File: config.mk
export PLATFORM = sky130hd
export DESIGN_NAME = rasterbar_sched
export DESIGN_NICKNAME = d
export VERILOG_FILES = /design/src/rtl/rasterbar_sched.sv
export SDC_FILE = /design/constraint.sdc
export NUM_CORES = 1
export LEC_CHECK = 0
export ABC_CLOCK_PERIOD_IN_PS = 2500
export CELL_PAD_IN_SITES_DETAIL_PLACEMENT = 1
export CELL_PAD_IN_SITES_GLOBAL_PLACEMENT = 1
export CORE_MARGIN = 3
export CORE_UTILIZATION = 45
export DETAILED_ROUTE_END_ITERATION = 6
export PLACE_DENSITY = 0.78
export SETUP_SLACK_MARGIN = 0.5
export SYNTH_ARGS = -nofsm -noshare
export SYNTH_HDL_FRONTEND = slang
export SYNTH_SLANG_ARGS = --single-unit
File: constraint.sdc
create_clock -name clk -period 2.5 [get_ports clk]
set_input_delay 0.5 -clock clk [delete_from_list [all_inputs] [get_ports clk]]
set_output_delay 0.5 -clock clk [all_outputs]
set_load 0.005 [all_outputs]
File: src/rtl/rasterbar_sched.sv
// Rasterbar scheduler: walks a per-frame bar table in index order and hands each
// enabled bar to one shared renderer when its start line comes round.
module rasterbar_sched #(
  parameter int BARS  = 8,
  parameter int CORDW = 16
) (
  input  logic                     clk,
  input  logic                     rst_n,
  input  logic                     frame,
  input  logic                     line,
  input  logic [CORDW-1:0]         sy,
  input  logic                     cfg_we,
  input  logic [$clog2(BARS)-1:0]  cfg_addr,
  input  logic                     cfg_en,
  input  logic [CORDW-1:0]         cfg_y,
  input  logic [11:0]              cfg_colr,
  input  logic                     bar_done,
  output logic                     bar_start,
  output logic [11:0]              bar_base_colr,
  output logic [$clog2(BARS)-1:0]  active_idx,
  output logic                     busy,
  output logic [7:0]               missed,
  output logic                     frame_done
);

  localparam int IW = $clog2(BARS);

  // state     | meaning
  // IDLE      | waiting for frame
  // SEEK      | stepping idx to the next enabled entry, or ending the walk
  // WAIT_LINE | entry latched, waiting for its start line
  // RUN       | renderer started, waiting for bar_done
  typedef enum logic [1:0] {IDLE, SEEK, WAIT_LINE, RUN} state_t;

  state_t r_state, w_state_nxt;

  logic             r_en   [BARS];
  logic [CORDW-1:0] r_y    [BARS];
  logic [11:0]      r_colr [BARS];

  // one extra bit so idx==BARS is reachable without wrapping
  logic [IW:0]      r_idx;
  logic [CORDW-1:0] r_y_lat;
  logic [11:0]      r_colr_lat;
  logic [IW-1:0]    r_active_idx;
  logic [7:0]       r_missed;
  logic             r_start;

  logic w_idx_end, w_entry_en, w_line_hit, w_line_past;

  assign w_idx_end   = (r_idx == (IW+1)'(BARS));
  assign w_entry_en  = r_en[r_idx[IW-1:0]];
  assign w_line_hit  = line && (sy == r_y_lat);
  assign w_line_past = line && (sy > r_y_lat);

  always_ff @(posedge clk or negedge rst_n) begin
    if (!rst_n) begin
      for (int i = 0; i < BARS; i++) begin
        r_en[i]   <= 1'b0;
        r_y[i]    <= '0;
        r_colr[i] <= '0;
      end
    end else if (cfg_we) begin
      r_en[cfg_addr]   <= cfg_en;
      r_y[cfg_addr]    <= cfg_y;
      r_colr[cfg_addr] <= cfg_colr;
    end
  end

  always_ff @(posedge clk or negedge rst_n) begin
    if (!rst_n) r_state <= IDLE;
    else        r_state <= w_state_nxt;
  end

  always_comb begin
    w_state_nxt = r_state;
    case (r_state)
      IDLE:      w_state_nxt = IDLE;
      SEEK: begin
        if (w_idx_end)       w_state_nxt = IDLE;
        else if (w_entry_en) w_state_nxt = WAIT_LINE;
      end
      WAIT_LINE: begin
        if (w_line_hit)       w_state_nxt = RUN;
        else if (w_line_past) w_state_nxt = SEEK;
      end
      RUN:       if (bar_done) w_state_nxt = SEEK;
      default:   w_state_nxt = IDLE;
    endcase
    if (frame) w_state_nxt = SEEK;
  end

  always_ff @(posedge clk or negedge rst_n) begin
    if (!rst_n) begin
      r_idx        <= '0;
      r_y_lat      <= '0;
      r_colr_lat   <= '0;
      r_active_idx <= '0;
      r_missed     <= '0;
      r_start      <= 1'b0;
    end else begin
      r_start <= 1'b0;
      if (frame) begin
        r_idx    <= '0;
        r_missed <= '0;
      end else begin
        case (r_state)
          SEEK: begin
            if (!w_idx_end) begin
              if (w_entry_en) begin
                r_y_lat      <= r_y[r_idx[IW-1:0]];
                r_colr_lat   <= r_colr[r_idx[IW-1:0]];
                r_active_idx <= r_idx[IW-1:0];
              end else begin
                r_idx <= r_idx + 1'b1;
              end
            end
          end
          WAIT_LINE: begin
            if (w_line_hit) begin
              r_start <= 1'b1;
            end else if (w_line_past) begin
              if (r_missed != 8'hFF) r_missed <= r_missed + 8'd1;
              r_idx <= r_idx + 1'b1;
            end
          end
          RUN:     if (bar_done) r_idx <= r_idx + 1'b1;
          default: ;
        endcase
      end
    end
  end

  assign bar_start     = r_start;
  assign bar_base_colr = r_colr_lat;
  assign active_idx    = r_active_idx;
  assign busy          = (r_state == WAIT_LINE) || (r_state == RUN);
  assign missed        = r_missed;
  assign frame_done    = (r_state == SEEK) && w_idx_end;

endmodule

Yosys cells after proc, flatten, opt, wreduce, memory -nomap -nowiden
Index checks and enable logic that the tools add are counted.
{ "classes": {"mux": 40, "eq_ne": 14, "n_lt_le_gt_ge": 4, "reduce_logical": 14, "n_bitwise": 4, "addsub": 2} }
{ "ops": {"columns": ["op", "count"], "rows": [
  ["bitwise mux 128 bit", 1],
  ["bitwise mux 96 bit", 1],
  ["binary-select mux 16 bit (select 3 bit)", 1],
  ["demux 16 bit (select 3 bit)", 1],
  ["2-to-1 mux 16 bit", 3],
  ["2-to-1 mux 8 bit", 5],
  ["binary-select mux 12 bit (select 3 bit)", 1],
  ["demux 12 bit (select 3 bit)", 1],
  ["2-to-1 mux 12 bit", 3],
  ["2-to-1 mux 4 bit", 6],
  ["== test 16 bit", 1],
  ["> comparator 16 bit", 1],
  ["inequality test 3 bit, second input constant", 5],
  ["2-to-1 mux 2 bit", 6],
  ["case mux 4 bit (3 select lines)", 1],
  ["adder 8 x 1 -> 8 bit, second input constant", 1],
  ["bitwise mux 8 bit", 1],
  ["greater-or-equal comparator 4 bit, second input constant", 2],
  ["inequality test 4 bit, second input constant", 2],
  ["inequality test 8 bit, second input constant", 1],
  ["inverter 3 -> 4 bit", 2],
  ["case mux 2 bit (4 select lines)", 1],
  ["AND reduction 4 bit", 2],
  ["2-to-1 mux 1 bit", 6],
  ["16 further kinds", 23]
]} }
{ "word_totals": {"register_bits": 278, "in_bits": 54, "output_inout_bits": 26} }

Depth between registers and ports, before layout
Gate-level depths: netlist of run 1.
{ "depth": {"depth_word": 8, "depth_mapped": 11, "ltp_nobuf": 8} }

Worst setup path after synthesis of run 1
OpenSTA, ideal clock, no wires.
{ "synth_timing": {"path_kind": "register to register", "startpoint": "reg r_idx[1]", "endpoint": "reg r_active_idx[0], in the netlist active_idx[0]", "slack_ns": -0.143, "setup_ns": 0.128, "required_ns": 2.372, "n_path_buf": 4, "path_stages_with_launch": 11, "period_less_slack_ns": 2.643, "t_arrival_ns": 2.515, "path_cell_list": "dfrtp_1 -> clkbuf_1 -> clkbuf_1 -> buf_1 -> inv_1 -> ha_1 -> nand2_1 -> nor2_1 -> nor4b_2 -> buf_2 -> mux2_1"} }
{ "synth_via": {"elab_chain_cells": 5, "word_cells_on_any_way": 7, "classes_between": "eq/ne: 1; mux: 3; bitwise: 2; reduce/logical: 1"} }
{ "synth_lines": {"columns": ["element", "line", "rtl"], "rows": [
  ["start, declared", "42", "logic [IW:0] r_idx;"],
  ["start signal, assigned", "115", "r_idx <= r_idx + 1'b1;"],
  ["start signal, assigned", "124", "r_idx <= r_idx + 1'b1;"],
  ["start signal, assigned", "127", "RUN: if (bar_done) r_idx <= r_idx + 1'b1;"],
  ["inverter 3 -> 4 bit (not written as such)", "52", "assign w_entry_en = r_en[r_idx[IW-1:0]];"],
  ["binary-select mux 1 bit (select 3 bit)", "52", null],
  ["2-to-1 mux 1 bit (not written as such) (2 in series)", "52", null],
  ["AND reduction 4 bit (no source line) *", null, null],
  ["end signal, assigned", "113", "r_active_idx <= r_idx[IW-1:0];"],
  ["end, declared", "45", "logic [IW-1:0] r_active_idx;"]
]} }
Every way passes the cells marked *; elsewhere a longest branch is shown, timed or not. The select of a mux whose other input is x is not followed.
A chain may end at the register's enable or synchronous reset.

Worst setup path after layout of run 1
{ "layout_timing": {"startpoint": "reg r_y_lat[12]", "endpoint": "reg r_idx[0]"} }
{ "layout_via": {"elab_chain_cells": 4, "word_cells_on_any_way": 7, "classes_between": "order compare: 1; eq/ne: 3; reduce/logical: 3"} }
{ "layout_lines": {"columns": ["element", "line", "rtl"], "rows": [
  ["start, declared", "43", "logic [CORDW-1:0] r_y_lat;"],
  ["start signal, assigned", "111", "r_y_lat <= r_y[r_idx[IW-1:0]];"],
  ["> comparator 16 bit / == test 16 bit (equally long branches)", "54, 53", null],
  ["logical AND 1 bit (on tied branches)", "54, 53", null],
  ["inequality test 3 bit (no source line)", null, null],
  ["AND reduction 6 bit (no source line) *", null, null]
]} }
Every way passes the cells marked *; elsewhere a longest branch is shown, timed or not.

==> results of run 1 <==
-- what timing repair did --
item,CTS,global route
endpoints found under the setup margin,44,54
buffers inserted,24,19
hold buffers,1,0
pin swaps,15,13
gates resized for setup,78,61
hold endpoints to repair,35,0
gates cloned,7,0
-- cell type report --
cell class | instances | area, um2
repair buffers | 168 | 1860
well taps | 372 | 465
inverters | 20 | 80.1
multi-input cells | 503 | 5950
fillers | 2551 | 11000
flip-flops and latches | 278 | 6970
clock buffers | 44 | 882
diodes | 1 | 2.50
clock inverters | 6 | 82.6
-- logic make-up (layout without fill, tap and decap cells) --
| logic type | count (synthesis) | after routing | share of synthesized area |
|---|---|---|---|
| adder cells (fa/ha/maj) | 19 | 19 | 0.0187 |
| AO/OA/AOI/OAI | 67 | 68 | 0.0324 |
| other | 0 | 1 | 0 |
| multiplexers | 328 | 328 | 0.340 |
| AND/OR/NAND/NOR | 88 | 88 | 0.0364 |
| buffers and inverters | 73 | 238 | 0.0239 |
| flip-flops | 278 | 278 | 0.549 |
-- synthesized netlist by cell type (8+ instances only) --
master | number | area [um2]
mux2_2 | 233 | 2620
dfrtp_1 | 278 | 6960
nor2_1 | 36 | 135
mux2i_1 | 30 | 300
nand4_1 | 8 | 50.1
ha_1 | 19 | 238
buf_2 | 11 | 55.1
mux4_2 | 58 | 1310
a21oi_1 | 41 | 205
clkbuf_1 | 36 | 135
inv_1 | 20 | 75.1
nand2_1 | 8 | 30.0
-- power breakdown --
part / internal (mW) / switching, mW / leakage [nW] / total [mW]
sequential: 5.64 / 0.732 / 3.33 / 6.37
clock: 2.61 / 1.76 / 0.475 / 4.37
combinational: 3.46 / 2.76 / 2.94 / 6.22
-- layout by cell type, fill, tap and decap left out, drive strengths merged, types with 3 or more instances in the layout --
cell and n:
nor2 36, mux4 58, nand4 8, or3 5, clkbuf 45, o31ai 5, nand4b 3, nor2b 6
a21oi 42, clkdlybuf4s50 72, dlygate4sd2 3, nand2b 6, mux2 240, ha 19, dfrtp 278, o21ai 6
and3 3, clkinv 3, inv 20, nor3b 3, nand2 8, buf 89, mux2i 30
-- layer usage --
metal	up-vias	track usage	routed length, um
li1	3450	-	-
met2	149	0.392	18200
met1	4414	0.290	14800
met3	56	0.0350	1110
met4	4	0.0529	594
met5	-	0	34
-- registers in the layout, indices dropped and copies added, names as in the netlist --
name,cells
bar_start,1
bar_base_colr,12
missed,8
r_y,128
r_colr,96
active_idx,3
r_state,2
r_idx,4
r_en,8
r_y_lat,16
-- worst max-delay path: cells and delay by family, from the launching register on --
family	cells	cell delay, ns
multiplexers	1	0.31
AND/OR/NAND/NOR	3	0.59
AO/OA/AOI/OAI	2	0.38
adder cells (fa/ha/maj)	1	0.28
buffers and inverters	3	0.39
flip-flops	1	0.39
-- worst max path at each step --
stage / from / to / slack, ns / depth (start not counted)
4_1_cts: r_y_lat[4]$_DFFE_PN0P_ / missed[6]$_DFFE_PN0P_ / 0.10 / 10
3_3_place_gp: sy[6] / r_idx[0]$_DFFE_PN0P_ / -0.51 / 8
5_1_grt: r_y_lat[7]$_DFFE_PN0P_ / missed[7]$_DFFE_PN0P_ / -0.03 / 11
3_5_place_dp: sy[6] / r_idx[0]$_DFFE_PN0P_ / -0.58 / 8
6_report: r_y_lat[12]$_DFFE_PN0P_ / r_idx[0]$_DFFE_PN0P_ / 0.03 / 10
2_1_floorplan: sy[1] / missed[4]$_DFFE_PN0P_ / 0.34 / 7
==> impl_results.md, run 1 <==
* Outcome: finished, final reports clean
* Die X at approximately 170 um
* CP required at just under 3 ns
* P per Cell Area at 1040 nW/um2
* Synth Net Count at 926
* Mean number of vias per cell at between 5 and 6
* CP arrival at around 2.9 ns
* Num CTS Buffers at 29
* Crit path kind: reg -> reg
* Layout area overhead at 28.5%
* Layout Cells excl Fill at around 1,400
* #FFs+latches synth at 278
* R2R setup slack at around 0.032 ns
* Total GRT Usage at 0.223
* Post-synth EDFFs at 0
* Max-slew violations at 0
* H-tree Lvls at 1
* TritonCTS clock tree: built
* Syn. warnings at 0
* # port buffers at 79
* Fin crit share at 0.987
* Max-cap violation count at 0
* Die ar. at 30,200 um2
* Post-Syn Area at around 13,000 um2
* Crit Path Max Fanout at 5
* Routed len/inst at around 25 um
* Max_slew headroom at 0.673
* Starting Density at 0.464
* Nets at 1,073
* R2R cell count at 10
* Syn Inst Count at between 800 and 900
* RSZ-0062 raised after global routing: yes
* Worst Setup End Kind: register
* Worst hold path type: in -> async
* Fraction of registers with async set or reset after synthesis at 1.00
* Clock root buffer: clkbuf_16
* R2R Path End: r_idx[0]$_DFFE_PN0P_
* Initial antenna violation count at 2
* Avg Cell Area, Syn at ~15 um2
* Slowest stage delay, CP at about 0.39 ns
* Yosys cell types at 47
* Final-report setup violation count at 0
* Clock Path Buffers at 3
* Placer's final routability congestion estimate at around 0.77
* Top Ports at 80
* Leakage at just under 7 nW
* DR pass1 iterations at 4
* FMAX at a little over 0.4 GHz
* Post-DP Area at 14,300 um2
* Die Y at between 150 and 200 um
* Slew @ Worst Pin at ~0.49 ns
* Final HPWL DP at around 18,000 um
* FP Rows at 60
* # clock sinks at 278
* Post-route minimum period at about 2.5 ns
* Top FF cell, synth: dfrtp_1
* Drt drc at 0
* Pwr Total at 17.0 mW
* Vias in the first global route at a little under 9,000
* DRT antenna net count at 0
* Final WL at ~35,000 um
* Layout Skew at approximately 0.012 ns
* Overflow left after global routing at 0
* Largest net degree at the start of global routing at 52
* VDD IR max at around 0.52 mV
* CP Cell Sequence: inv_1 -> ha_1 -> nand4_1 -> buf_4 -> buf_6 -> nor4_4 -> nor2b_2 -> o31ai_4 -> a21o_1 -> mux2_4
* First-pass GRT wire length at between 50,000 and 60,000 um
* CP max stage cell: dfrtp_1
* Worst flop-to-flop path startpoint: r_y_lat[12]$_DFFE_PN0P_
* Startpoint types: register
* Setup TNS at 0 ns
* Final hold slack at 0.452 ns
* Final Hold Fails at 0
* Clock latency on the worst-skew pair at between 0.5 and 0.6 ns
* Core area at between 20,000 and 30,000 um2
* Dpl cells at between 1,000 and 1,500
* Initial drt markers at approximately 530
* Post-Place Worst Slack at -0.582 ns
* Final instance area at ~16,000 um2
* Post-synthesis sequential area ratio at 0.549
* Reg clk slew, reported paths at ~0.070 ns
* Layout cell share with drive strength beyond 1 at 0.516
* Via count at a little over 8,000
* Final core utilization at 0.596
* Smallest setup slack after layout at approximately 0.032 ns
No activity file was read; power rests on OpenSTA's default activity.
==> inputs of run 2 (changes only) <==
--- a/config.mk
+++ b/config.mk
@@ -11,6 +11,7 @@
 export CORE_MARGIN = 3
 export CORE_UTILIZATION = 45
 export DETAILED_ROUTE_END_ITERATION = 6
+export MAX_ROUTING_LAYER = met4
 export PLACE_DENSITY = 0.78
 export SETUP_SLACK_MARGIN = 0.5
 export SYNTH_ARGS = -nofsm -noshare
==> run 2 against run 1 <==
  * Total power about the same
  * Utilization about the same
  * Sequential power hardly changed
  * Critical endpoint is now missed[2]$_DFFE_PN0P_
  * Sequential cell count unchanged
  * Global-route usage grew 0.68 points
  * Count of clock-buffer cells in the layout unchanged
  * Hold slack about the same
==> impl_results.md, run 2 (same netlist as run 1, synthesis figures left out) <==
* Final Hold Fails at 0 (unchanged)
* Clock Path Buffers at 3 (unchanged)
* Clock latency on the worst-skew pair at 0.54 ns (about the same)
* Worst Setup End Kind: register (unchanged)
* H-tree Lvls at 1 (unchanged)
* # port buffers at 79 (unchanged)
* Layout area overhead at 28.5% (about the same)
* Layout cell share with drive strength beyond 1 at 0.516 (unchanged)
* VDD IR max at 0.527 mV (was 0.525 mV)
* Clock root buffer: clkbuf_16 (unchanged)
* FMAX at 0.408 GHz (was 0.405 GHz)
* Reg clk slew, reported paths at 0.06 ns (was 0.07 ns)
* Final core utilization at 0.597 (was 0.596)
* CP Cell Sequence: clkdlybuf4s50_1 -> ha_4 -> nand4_1 -> buf_6 -> a2111oi_4 -> buf_4 -> o31ai_4 -> buf_6 -> buf_6 -> or3_4 -> a21oi_2 (was inv_1 -> ha_1 -> nand4_1 -> buf_4 -> buf_6 -> nor4_4 -> nor2b_2 -> o31ai_4 -> a21o_1 -> mux2_4)
* Placer's final routability congestion estimate at 0.776 (was 0.765)
* Final instance area at 16,300 um2 (about the same)
* CP arrival at 2.92 ns (was 2.90 ns)
* Reg with most FFs: r_y (unchanged)
* P per Cell Area at 1040 nW/um2 (about the same)
* Via count at 8,038 (was 8,073)
* Nets at 1,073 (unchanged)
* Total GRT Usage at 0.229 (was 0.223)
* Post-route minimum period at 2.45 ns (was 2.47 ns)
* Vias in the first global route at 8,927 (was 8,942)
* Num CTS Buffers at 29 (unchanged)
* Die Y at 174 um (unchanged)
* Fin crit share at 0.981 (was 0.987)
* Leakage at 6.74 nW (about the same)
* Max-slew violations at 0 (unchanged)
* DR pass1 iterations at 4 (unchanged)
* Smallest setup slack after layout at 0.0469 ns (was 0.0317 ns)
* Initial drt markers at 487 (was 531)
* Post-Place Worst Slack at -0.582 ns (unchanged)
* Mean number of vias per cell at 5.77 (was 5.80)
* Max-cap violation count at 0 (unchanged)
* Final HPWL DP at 18,500 um (unchanged)
* RSZ-0062 raised after global routing: yes (unchanged)
* Largest register FFs at 128 (unchanged)
* Die X at 174 um (unchanged)
* CP max stage cell: clkdlybuf4s50_1 (was dfrtp_1)
* Overflow left after global routing at 0 (unchanged)
* First-pass GRT wire length at 53,200 um (about the same)
* Top Ports at 80 (unchanged)
* Commonest cells after routing, fill and taps aside: 271 x dfrtp_1, 232 x mux2_2, 72 x clkdlybuf4s50_1 (unchanged)
* Setup TNS at 0 ns (unchanged)
* Crit Path Max Fanout at 4 (was 5)
* FP Rows at 60 (unchanged)
* Pwr Total at 16.9 mW (was 17.0 mW)
* Worst hold path type: in -> async (unchanged)
* # clock sinks at 278 (unchanged)
* Crit path kind: in -> reg (was reg -> reg)
* TritonCTS clock tree: built (unchanged)
* Routed len/inst at 24.9 um (about the same)
* CP required at 2.97 ns (was 2.93 ns)
* Commonest non-fill, non-tap cell in the layout: dfrtp_1 (unchanged)
* Biggest regs: r_y (128), r_colr (96), r_y_lat (16) (unchanged)
* DRT antenna net count at 0 (unchanged)
* Initial antenna violation count at 2 (unchanged)
* Drt drc at 0 (unchanged)
* Largest net degree at the start of global routing at 52 (unchanged)
* Die ar. at 30,200 um2 (unchanged)
* Starting Density at 0.464 (unchanged)
* Most used cell along the critical path: buf_6
* Slew @ Worst Pin at 0.482 ns (was 0.491 ns)
* Startpoint types: input port (was register)
* Core area at 27,300 um2 (unchanged)
* Max_slew headroom at 0.679 (was 0.673)
* Outcome: finished, final reports clean (unchanged)
* Final WL at 34,700 um (about the same)
* Final-report setup violation count at 0 (unchanged)
* Post-DP Area at 14,300 um2 (unchanged)
* Layout Skew at 0.0131 ns (was 0.0122 ns)
* Slowest stage delay, CP at 0.46 ns (was 0.39 ns)
[run 2: repair_timing]
| action | in CTS | in global routing |
|---|---|---|
| hold buffers | 1 | 0 |
| buffers inserted | 24 | 19 |
| setup endpoints to repair | 44 | 54 |
| gates resized for setup | 78 | 61 |
| hold endpoints to repair | 35 | 0 |
| pin swaps | 15 | 13 |
| cloned | 7 | 0 |
[run 2: per-stage QoR]
step | hold WS [ns] | std cells
floorplan | 0.204 | 853
global placement | 0.424 | 1290
detailed placement | 0.422 | 1290
CTS | 0.446 | 1372
global route | 0.481 | 1393
finish | 0.452 | 1394
[run 2: path summary, 6_finish.rpt]
| check | start | to | slack [ns] | cells after the start |
|---|---|---|---|---|
| worst max-delay path | sy[6] | missed[2]$_DFFE_PN0P_ | 0.05 | 11 |
| worst min-delay path | rst_n | r_y[23]$_DFFE_PN0P_ | 0.45 | 2 |
| worst max register to register | r_y_lat[12]$_DFFE_PN0P_ | missed[2]$_DFFE_PN0P_ | 0.05 | 12 |
| worst min register to register | r_colr[22]$_DFFE_PN0P_ | r_colr[22]$_DFFE_PN0P_ | 0.50 | 1 |
| max in group asynchronous | rst_n | r_colr[21]$_DFFE_PN0P_ | 1.36 | 3 |
| min in group clk | r_colr[22]$_DFFE_PN0P_ | r_colr[22]$_DFFE_PN0P_ | 0.50 | 1 |
[run 2: where the power goes]
part           leakage [nW]  switching [mW]  internal (mW)  total (mW)
Combinational          2.94            2.75           3.45        6.21
Sequential             3.33           0.732           5.64        6.37
Clock                 0.475            1.76           2.61        4.37
Total                  6.74            5.24           11.7        16.9
[run 2: critical path, delay by kind of cell]
family | cells | cell delay [ns]
buffers and inverters | 5 | 1.11
adder cells (fa/ha/maj) | 1 | 0.31
AND/OR/NAND/NOR | 2 | 0.46
AO/OA/AOI/OAI | 3 | 0.54
[run 2: final cells by class]
class	count	area, um2
Fill cell	2556	11000
Sequential cell	278	6970
Multi-Input combinational cell	503	5950
Timing Repair Buffer	168	1860
Clock buffer	44	882
Tap cell	372	465
Clock inverter	6	82.6
Inverter	20	80.1
Antenna cell	3	7.51
[run 2: layer usage]
layer,GRT usage,routed length [um]
met1,0.290,14600
met2,0.393,18200
met3,0.0344,1320
met4,0.0529,552
met5,-,0
